===== config.mk =====
export PLATFORM = sky130hd
export DESIGN_NAME = cache_refill_ctrl
export DESIGN_NICKNAME = d
export VERILOG_FILES = /design/src/rtl/cache_refill_ctrl.sv
export SDC_FILE = /design/constraint.sdc
export NUM_CORES = 1
export LEC_CHECK = 0
export ABC_AREA = 1
export ABC_CLOCK_PERIOD_IN_PS = 1600
export CAP_MARGIN = 20
export CORE_MARGIN = 4
export CORE_UTILIZATION = 40
export CTS_BUF_LIST = sky130_fd_sc_hd__clkbuf_16
export DETAILED_ROUTE_END_ITERATION = 8
export PLACE_DENSITY = 0.8
export SYNTH_ARGS = -nofsm -noshare
export SYNTH_HDL_FRONTEND = slang
export SYNTH_SLANG_ARGS = --single-unit

===== constraint.sdc =====
create_clock -name clock -period 1.6 [get_ports clock]
set_clock_uncertainty 0.2 [all_clocks]
set_input_delay 0.24 -clock clock [delete_from_list [all_inputs] [get_ports clock]]
set_output_delay 0.24 -clock clock [all_outputs]
set_load 0.005 [all_outputs]

===== src/rtl/cache_refill_ctrl.sv =====
// cache_refill_ctrl
//   Refills one 4-word cache line from memory after a miss. Words are fetched
//   critical-word-first with wrap-around; each returned word is written into
//   the data array through the fill_* strobe, and fill_done pulses once the
//   whole line is in place.
//
//   Optional feature: define REFILL_TIMEOUT_EN to abort a refill that sits in
//   REQ or WAIT for TIMEOUT_CYCLES cycles. The abort sets the sticky
//   refill_error flag. Without the macro there is no counter, refill_error is
//   tied low and the controller waits indefinitely.
//
// Ports
//   clock         single clock, all logic on posedge
//   reset         synchronous active-low reset
//   miss_valid    miss awaiting refill
//   miss_address  missed line address (tag = miss_address[27:0])
//   miss_word     critical word index within the line
//   miss_ready    high in IDLE, when a miss can be accepted
//   mem_req       memory read request, held until mem_ack
//   mem_addr      word address {miss_address[29:0], beat_word}, 0 when idle
//   mem_ack       memory accepted mem_req
//   mem_rvalid    read data valid (honoured only in WAIT)
//   mem_rdata     read data
//   fill_valid    one-cycle write strobe into the data array
//   fill_tag      tag of the line being filled
//   fill_word     word index being written
//   fill_data     word being written
//   fill_done     one-cycle pulse, line complete
//   refill_error  sticky timeout flag (always 0 without REFILL_TIMEOUT_EN)
module cache_refill_ctrl #(
  parameter int unsigned TIMEOUT_CYCLES = 255
) (
  input  logic        clock,
  input  logic        reset,
  input  logic        miss_valid,
  input  logic [31:0] miss_address,
  input  logic [1:0]  miss_word,
  output logic        miss_ready,
  output logic        mem_req,
  output logic [31:0] mem_addr,
  input  logic        mem_ack,
  input  logic        mem_rvalid,
  input  logic [63:0] mem_rdata,
  output logic        fill_valid,
  output logic [27:0] fill_tag,
  output logic [1:0]  fill_word,
  output logic [63:0] fill_data,
  output logic        fill_done,
  output logic        refill_error
);

  typedef enum logic [1:0] {
    IDLE,
    REQ,
    WAIT,
    COMMIT
  } state_t;

  state_t      state;
  state_t      state_nxt;

  logic [29:0] line_addr;
  logic [1:0]  crit_word;
  logic [1:0]  beat;
  logic [1:0]  beat_word;
  logic        accept;
  logic        beat_done;
  logic        tmo_fire;

  // The two top address bits never reach the word address.
  logic        unused_addr_bits;
  assign unused_addr_bits = ^miss_address[31:30];

  assign accept    = (state == IDLE) && miss_valid;
  assign beat_done = (state == WAIT) && mem_rvalid;
  // 2-bit add wraps naturally: critical word first, then the rest of the line.
  assign beat_word = crit_word + beat;

  // State register
  always_ff @(posedge clock) begin
    if (!reset) begin
      state <= IDLE;
    end else begin
      state <= state_nxt;
    end
  end

  // Next-state logic; a beat that completes in the same cycle the timeout
  // expires counts as progress and wins over the abort.
  always_comb begin
    state_nxt = state;
    case (state)
      IDLE: begin
        if (miss_valid) state_nxt = REQ;
      end
      REQ: begin
        if (mem_ack)       state_nxt = WAIT;
        else if (tmo_fire) state_nxt = IDLE;
      end
      WAIT: begin
        if (mem_rvalid)    state_nxt = (beat == 2'd3) ? COMMIT : REQ;
        else if (tmo_fire) state_nxt = IDLE;
      end
      COMMIT: begin
        state_nxt = IDLE;
      end
      default: begin
        state_nxt = IDLE;
      end
    endcase
  end

  // Output logic
  always_comb begin
    miss_ready = 1'b0;
    mem_req    = 1'b0;
    mem_addr   = '0;
    fill_done  = 1'b0;
    case (state)
      IDLE: begin
        miss_ready = 1'b1;
      end
      REQ: begin
        mem_req  = 1'b1;
        mem_addr = {line_addr, beat_word};
      end
      COMMIT: begin
        fill_done = 1'b1;
      end
      default: begin
      end
    endcase
  end

  // Miss capture, beat counter and registered fill port
  always_ff @(posedge clock) begin
    if (!reset) begin
      line_addr  <= '0;
      crit_word  <= '0;
      beat       <= '0;
      fill_valid <= 1'b0;
      fill_tag   <= '0;
      fill_word  <= '0;
      fill_data  <= '0;
    end else begin
      fill_valid <= beat_done;
      if (accept) begin
        line_addr <= miss_address[29:0];
        crit_word <= miss_word;
        beat      <= '0;
      end
      if (beat_done) begin
        fill_tag  <= line_addr[27:0];
        fill_word <= beat_word;
        fill_data <= mem_rdata;
        beat      <= beat + 2'd1;
      end
    end
  end

`ifdef REFILL_TIMEOUT_EN
  localparam logic [7:0] TMO_LAST = 8'(TIMEOUT_CYCLES - 1);

  logic [7:0] tmo_cnt;
  logic       err_q;

  // tmo_cnt holds the number of cycles already spent in the current
  // REQ/WAIT visit, so the abort lands on the TIMEOUT_CYCLES-th cycle.
  assign tmo_fire = (((state == REQ) && !mem_ack) ||
                     ((state == WAIT) && !mem_rvalid)) &&
                    (tmo_cnt == TMO_LAST);

  always_ff @(posedge clock) begin
    if (!reset) begin
      tmo_cnt <= '0;
      err_q   <= 1'b0;
    end else begin
      if ((state_nxt != state) || !((state == REQ) || (state == WAIT))) begin
        tmo_cnt <= '0;
      end else begin
        tmo_cnt <= tmo_cnt + 8'd1;
      end
      if (accept) begin
        err_q <= 1'b0;
      end else if (tmo_fire) begin
        err_q <= 1'b1;
      end
    end
  end

  assign refill_error = err_q;
`else
  localparam int unsigned UNUSED_TIMEOUT_CYCLES = TIMEOUT_CYCLES;

  assign tmo_fire     = 1'b0;
  assign refill_error = 1'b0;
`endif

endmodule

==> results of run 1 <==
metal layers:
metal / routed length (microns) / share of wire, %
met5: 8 / 0.039
met4: 929 / 4.5
met3: 1490 / 7.2
met2: 11000 / 53
met1: 7270 / 35
placed cells by master (no fill, tap or decap), types with 15 or more instances in the layout:
cell and count:
a21oi_1 67, a21oi_2 61, buf_12 15, buf_2 30
buf_4 25, clkbuf_16 31, clkdlybuf4s50_1 100, dfxtp_1 124
dlygate4sd2_1 95, inv_1 40, nand2_1 111, nand2_2 47
nand2_4 43, o21ai_0 23
power groups by stage:
stage	clock [mW]	combinational, mW	sequential (mW)
finish	3.90	1.82	3.57
global route	4.08	1.93	3.59
CTS	3.89	1.28	3.54
detailed placement	0	1.24	3.61
global placement	0	1.21	3.60
floorplan	0	0.477	3.60
kinds of logic after synthesis:
logic type,Yosys count,synth area share (%)
compound gates,163,17.1
fa+ha+maj,2,0.525
buf+inv,91,7.64
flops,131,55.0
other cells,1,0.0787
simple gates,244,19.6
registers in the layout, indices dropped and copies added (netlist names):
register    flops
line_addr      30
fill_valid      1
fill_tag       28
beat            2
state           2
crit_word       2
fill_word       2
fill_data      64
worst min-delay path, cell delays in order:
cell	delay (ns)
clkdlybuf4s50_1	0.40
nand2_1	0.06
a21oi_1	0.05
worst paths after layout:
| path | startpoint | endpoint | cells past startpoint |
|---|---|---|---|
| worst max-delay path | crit_word[0] | mem_addr[1] | 4 |
| worst min-delay path | mem_rdata[62] | fill_data[62] | 3 |
| worst max register to register | state[1] | fill_data[38] | 9 |
| worst min register to register | line_addr[16] | fill_tag[16] | 2 |
through the flow:
stage | hold slack [ns] | setup TNS, ns | utilization, % | std cells
6_report | 0.188 | -12.65 | 81.3 | 1068
5_1_grt | 0.200 | -19.56 | 81.3 | 1068
4_1_cts | 0.176 | -4.41 | 69.1 | 1036
3_5_place_dp | 0.246 | -14.47 | 64.2 | 995
3_3_place_gp | 0.240 | -9.84 | 64.2 | 995
2_1_floorplan | 0.184 | 0 | - | 632
layout make-up:
cell class | count | area share, %
timing repair buffer | 306 | 34.0
clock buffer | 17 | 4.53
multi-input combinational | 410 | 27.8
tap | 143 | 1.90
clock inverter | 14 | 1.73
inverter | 47 | 2.04
sequential | 131 | 28.0
what timing repair did:
| action | CTS | global route |
|---|---|---|
| resized for setup | 274 | 273 |
| setup buffers | 10 | 15 |
| pin swaps | 5 | 18 |
| cloned | 1 | 20 |
| setup endpoints to repair | 199 | 98 |
==> metrics.log, run 1 <==
INFO  metric grt_start_max_net_pins = 59
INFO  metric cts-root-to-sink-buffers = 2
INFO  metric final_wirelength = between 20,000 and 25,000 microns
INFO  metric place_area = about 7400 sq um
INFO  metric violations = negative setup slack
INFO  metric design_power_total = 9.29 mW
INFO  metric yosys_warnings = 0
INFO  metric p_clk_share = about two fifths
INFO  metric detail_route.drc_violations = 0
INFO  metric critical_path_peak_fanout = 2
INFO  metric cell_with_the_largest_stage_delay_on_the_worst_path = dfxtp_2
INFO  metric ys_seq_elements = between 100 and 150
INFO  metric seq_power_share = 38.4%
INFO  metric drtIter0Drc = 281
INFO  metric antenna_diode_count = 0
INFO  metric worst_ir_drop_vdd = around 0.00058 V
INFO  metric yosysMostFrequentCell = nand2_1
INFO  metric period_needed = about 2.0 ns
INFO  metric fraction_of_final_layout_cells_with_drive_strength_greater_than_1 = between 30% and 40%
INFO  metric cp_num_buf_inv = 1
INFO  metric grt_remaining_overflow = 0
INFO  metric worstPathRequired = 1.16 ns
INFO  metric antenna_found_initial = 1
INFO  metric min_delay_path_class = input pin to flop
INFO  metric htree_levels = 4
INFO  metric internal_power = between 6 and 7 mW
INFO  metric finalHoldViolCount = 0
INFO  metric path_cells = ha_4 > nand3b_1 > a21oi_2 > buf_2
INFO  metric tritoncts = yes
INFO  metric die-area = roughly 14,000 sq um
INFO  metric rrSetupSlack = -0.22 ns
INFO  metric wire_length_of_the_first_global_routing_pass = approximately 23,000 microns
INFO  metric power.leakage = approximately 4.2 nW
INFO  metric regArea = between 2000 and 3000 sq um
INFO  metric dominantRegCellSynth = dfxtp_1
INFO  metric worst-endpoint-arrival = ~1.5 ns
INFO  metric async_reset_ff_share = 0%
INFO  metric p_switching = 2.48 mW
INFO  metric finalMaxSlewViolations = 0
INFO  metric clk_pin_slew = about 0.06 ns
INFO  metric ctsRootBufferMaster = clkbuf_16
INFO  metric synth.yosys.seq_area_share = about 55%
INFO  metric min_period_over_period = 123%
INFO  metric buffers_added_on_ports = 230
INFO  metric category_of_the_most_critical_setup_path = flop to output pin
INFO  metric grt_setup_unrepaired = yes
INFO  metric coreArea = between 10,000 and 15,000 sq um
INFO  metric detail_route.wl_per_cell = approximately 19 microns
INFO  metric post_synthesis_instance_area = around 4800 sq um
INFO  metric track_usage = 21.3%
INFO  metric grt.met2_usage = a little under two fifths
INFO  metric fill_cells = about 660
INFO  metric die_h = about 120 microns
INFO  metric antenna_violating_nets_post_route = 0
INFO  metric syn2layout_area_growth = 97.1%
INFO  metric clk_latency = about 0.41 ns
INFO  metric cap_violations = 0
INFO  metric grt.met3_usage = under 10%
INFO  metric num_rows = 39
INFO  metric post-synth-top-area-cell = dfxtp_1
INFO  metric setup-violations-final = 130
INFO  metric area_of_combinational_cells_with_multiple_inputs = approximately 2600 sq um
INFO  metric synth_cells = between 600 and 700
INFO  metric postSynthAreaPerCell = 7.54 sq um
INFO  metric initial_utilization = about two fifths
INFO  metric ys_top_cells_by_area = dfxtp_1 55%, nand2_1 16%, a21oi_1 13%
INFO  metric achievable-frequency = around 510 MHz
INFO  metric setup_slack = -0.373 ns
INFO  metric crit_path_max_incr_delay = ~0.35 ns
INFO  metric first_global_vias = 4,955
INFO  metric globalRouteMet1Util = roughly a quarter
INFO  metric finalInstanceArea = roughly 9400 sq um
INFO  metric end_kind = output pin
INFO  metric ios = between 200 and 250
INFO  metric dp.final_hpwl = approximately 11,000 microns
INFO  metric via_count = 5,501
INFO  metric p_sw_share = a little over a quarter
INFO  metric fp.dieW = roughly 120 microns
INFO  metric synth_top_area_share = 55.0%
INFO  metric pre_cts_ws = -0.249 ns
INFO  metric powerDensity = between 900 and 1000 nW/um^2
INFO  metric grt.busiest_layer = met2
INFO  metric cts.sinks = 131
INFO  metric cpLargestDelayFamily = flip-flops
INFO  metric nets = around 1k
INFO  metric postCtsHoldBufs = 0
INFO  metric syn_nets = 737
INFO  metric drt-pass1-iter-count = 4
INFO  metric gp_congestion = around 0.81
INFO  metric synth-edff-count = 0
INFO  metric via_per_inst = between 5 and 6
INFO  metric ys_top_cells_by_count = 200 x nand2_1, 131 x dfxtp_1, 128 x a21oi_1
INFO  metric netlist-cell-type-count = 18
INFO  metric share_comb_of_total_power = 19.6%
INFO  metric numCtsBuffers = 17
INFO  metric start_kind = flop
INFO  metric run_status = finished, violations left
No activity file was read; power rests on OpenSTA's default activity.
==> run 2: changes to the inputs <==
--- a/config.mk
+++ b/config.mk
@@ -7,8 +7,6 @@
 export LEC_CHECK = 0
 export ABC_AREA = 1
 export ABC_CLOCK_PERIOD_IN_PS = 1600
-export CAP_MARGIN = 20
-export CORE_MARGIN = 4
 export CORE_UTILIZATION = 40
 export CTS_BUF_LIST = sky130_fd_sc_hd__clkbuf_16
 export DETAILED_ROUTE_END_ITERATION = 8
==> run 2 against run 1 <==
Against the previous run:
- the flow finishes with violations (design-rule violations, negative setup slack)
- critical path depth increased by 2
- global-route usage grew 2.5 points
- utilization decreased by 9.7 points
- maximum frequency grew 7.3%
- first-iteration DRC count grew 30%
- sequential cell count unchanged
- die area shrank 10%
- critical path type unchanged
- clock power up 3%
==> metrics.log, run 2 (synthesis gave the netlist of run 1 again) <==
INFO  metric layout.core_utilization = 71.6% (-9.7 points)
INFO  metric wire_length_of_the_first_global_routing_pass = 23,300 microns (+0.12%)
INFO  metric antenna_found_initial = 0 (-1)
INFO  metric detail_route.wl_per_cell = 15.7 microns (-19%)
INFO  metric drtIter0Drc = 365 (+30%)
INFO  metric crit_path_max_incr_delay = 0.32 ns (-0.03 ns)
INFO  metric dp.final_hpwl = 9750 microns (-9.5%)
INFO  metric end_kind = output pin
INFO  metric category_of_the_most_critical_setup_path = flop to output pin
INFO  metric cts-root-to-sink-buffers = 2 (unchanged)
INFO  metric highest_layer = met4
INFO  metric clk_pin_slew = 0.06 ns (about the same)
INFO  metric finalHoldViolCount = 0 (unchanged)
INFO  metric path_cells = inv_2 > nand2_4 > buf_6 > buf_16 > nor2_2 > buf_2
INFO  metric route.met2.wl = 8360 microns (-24%)
INFO  metric largest_register = fill_data
INFO  metric numCtsBuffers = 17 (unchanged)
INFO  metric die-area = 12,400 sq um (-10%)
INFO  metric track_usage = 23.8% (+2.5 points)
INFO  metric setup-violations-final = 34 (-74%)
INFO  metric run_status = finished, violations left
INFO  metric start_kind = flop
INFO  metric via_per_inst = 4.95 (-4.0%)
INFO  metric clk_latency = 0.41 ns (about the same)
INFO  metric finalMaxSlewViolations = 0 (unchanged)
INFO  metric critical_path_peak_fanout = 7 (+5)
INFO  metric coreArea = 11,500 sq um (-0.42%)
INFO  metric nets = 982 (-3.5%)
INFO  metric htree_levels = 4 (unchanged)
INFO  metric drt-pass1-iter-count = 7 (+3)
INFO  metric min_period_over_period = 115% (-8.4 points)
INFO  metric cts.sinks = 131 (unchanged)
INFO  metric tritoncts = yes
INFO  metric cap_violations = 0 (unchanged)
INFO  metric pre_cts_ws = -0.247 ns (+0.00218 ns)
INFO  metric first_global_vias = 4,865 (-1.8%)
INFO  metric rrSetupSlack = 0.01 ns (+0.23 ns)
INFO  metric fp.dieW = 111 microns (-5.1%)
INFO  metric worst_ir_drop_vdd = 0.000661 V (+14%)
INFO  metric min_delay_path_class = input pin to flop
INFO  metric achievable-frequency = 544 MHz (+7.3%)
INFO  metric grt_setup_unrepaired = yes
INFO  metric finalHoldWorstSlack = 0.185 ns (-0.00302 ns)
INFO  metric reg_top3 = fill_data x64, line_addr x30, fill_tag x28
INFO  metric num_rows = 39 (unchanged)
INFO  metric cell_with_the_largest_stage_delay_on_the_worst_path = dfxtp_2
INFO  metric fraction_of_final_layout_cells_with_drive_strength_greater_than_1 = 17.3% (-19 points)
INFO  metric grt_start_max_net_pins = 65 (+10%)
INFO  metric die_h = 111 microns (-5.1%)
INFO  metric gp_congestion = 0.795 (-1.4%)
INFO  metric flip_flop_count_of_the_largest_register_after_layout = 64 (unchanged)
INFO  metric met3_wirelength = 1200 microns (-20%)
INFO  metric worst-endpoint-arrival = 1.40 ns (-0.13 ns)
INFO  metric design_power_total = 9.05 mW (-2.6%)
INFO  metric wl_met1 = 6160 microns (-15%)
INFO  metric worstPathRequired = 1.16 ns (about the same)
INFO  metric initial_utilization = 41.4% (+0.17 points)
INFO  metric antenna_violating_nets_post_route = 0 (unchanged)
INFO  metric period_needed = 1.84 ns (-0.134 ns)
INFO  metric power.leakage = 3.61 nW (-14%)
INFO  metric setup_slack = -0.239 ns (+0.134 ns)
INFO  metric final_wirelength = 16,200 microns (-21%)
INFO  metric layout_common_cells = 198 x nand2_1, 128 x a21oi_1, 120 x dfxtp_1
INFO  metric layout.cells.most_common = nand2_1
INFO  metric violations = design-rule violations, negative setup slack
INFO  metric powerDensity = 1100 nW/um^2 (+11%)
INFO  metric antenna_diode_count = 0 (unchanged)
INFO  metric detail_route.drc_violations = 32 (+32)
INFO  metric buffers_added_on_ports = 230 (unchanged)
INFO  metric grt_remaining_overflow = 0 (unchanged)
INFO  metric via_count = 5,110 (-7.1%)
INFO  metric ctsRootBufferMaster = clkbuf_16
INFO  metric ios = 234 (unchanged)
INFO  metric syn2layout_area_growth = 72.9%
## run 2: area by class of cell
type	count	area, sq um
Inverter	47	181
Timing Repair Buffer	270	2640
Clock buffer	17	425
Multi-Input combinational cell	410	1990
Tap cell	143	179
Fill cell	904	3270
Sequential cell	131	2640
Clock inverter	15	193
## run 2: final timing paths
path | from | to | cells past startpoint
worst max-delay path | state[1] | mem_addr[6] | 6
worst min-delay path | mem_rdata[54] | fill_data[54] | 3
worst max register to register | state[0] | line_addr[7] | 6
worst min register to register | fill_data[5] | fill_data[5] | 2
## run 2: repair_timing
action / CTS / global route
pin swaps: 5 / 5
endpoints found under the setup margin: 130 / 118
hold buffers: 0 / 0
gates resized for setup: 288 / 27
setup buffers: 8 / 4
cloned: 3 / 6
## run 2: critical path, delay by kind of cell (launching register included)
family                 cells  cell delay, ns
AND/OR/NAND/NOR            2            0.18
flip-flops                 1            0.32
buffers and inverters      4            0.48
## run 2: metal layers
layer | GRT usage [%] | vias up
met5 | 0 | -
met2 | 43.2 | 208
li1 | - | 2508
met1 | 24.6 | 2356
met4 | 11.4 | 0
met3 | 7.60 | 38
## run 2: stage by stage
| step | cells | instance area (sq um) | TNS (ns) |
|---|---|---|---|
| 2_1_floorplan | 632 | 4770 | 0 |
| 3_3_place_gp | 983 | 7360 | -14.06 |
| 3_5_place_dp | 983 | 7360 | -18.30 |
| 4_1_cts | 1024 | 7970 | -5.94 |
| 5_1_grt | 1033 | 8240 | -7.68 |
| 6_report | 1033 | 8240 | -5.99 |
## run 2: power by group
group	total (mW)	switching [mW]	internal (mW)
sequential	3.55	0.0962	3.45
combinational	1.48	0.730	0.754
clock	4.01	1.42	2.59
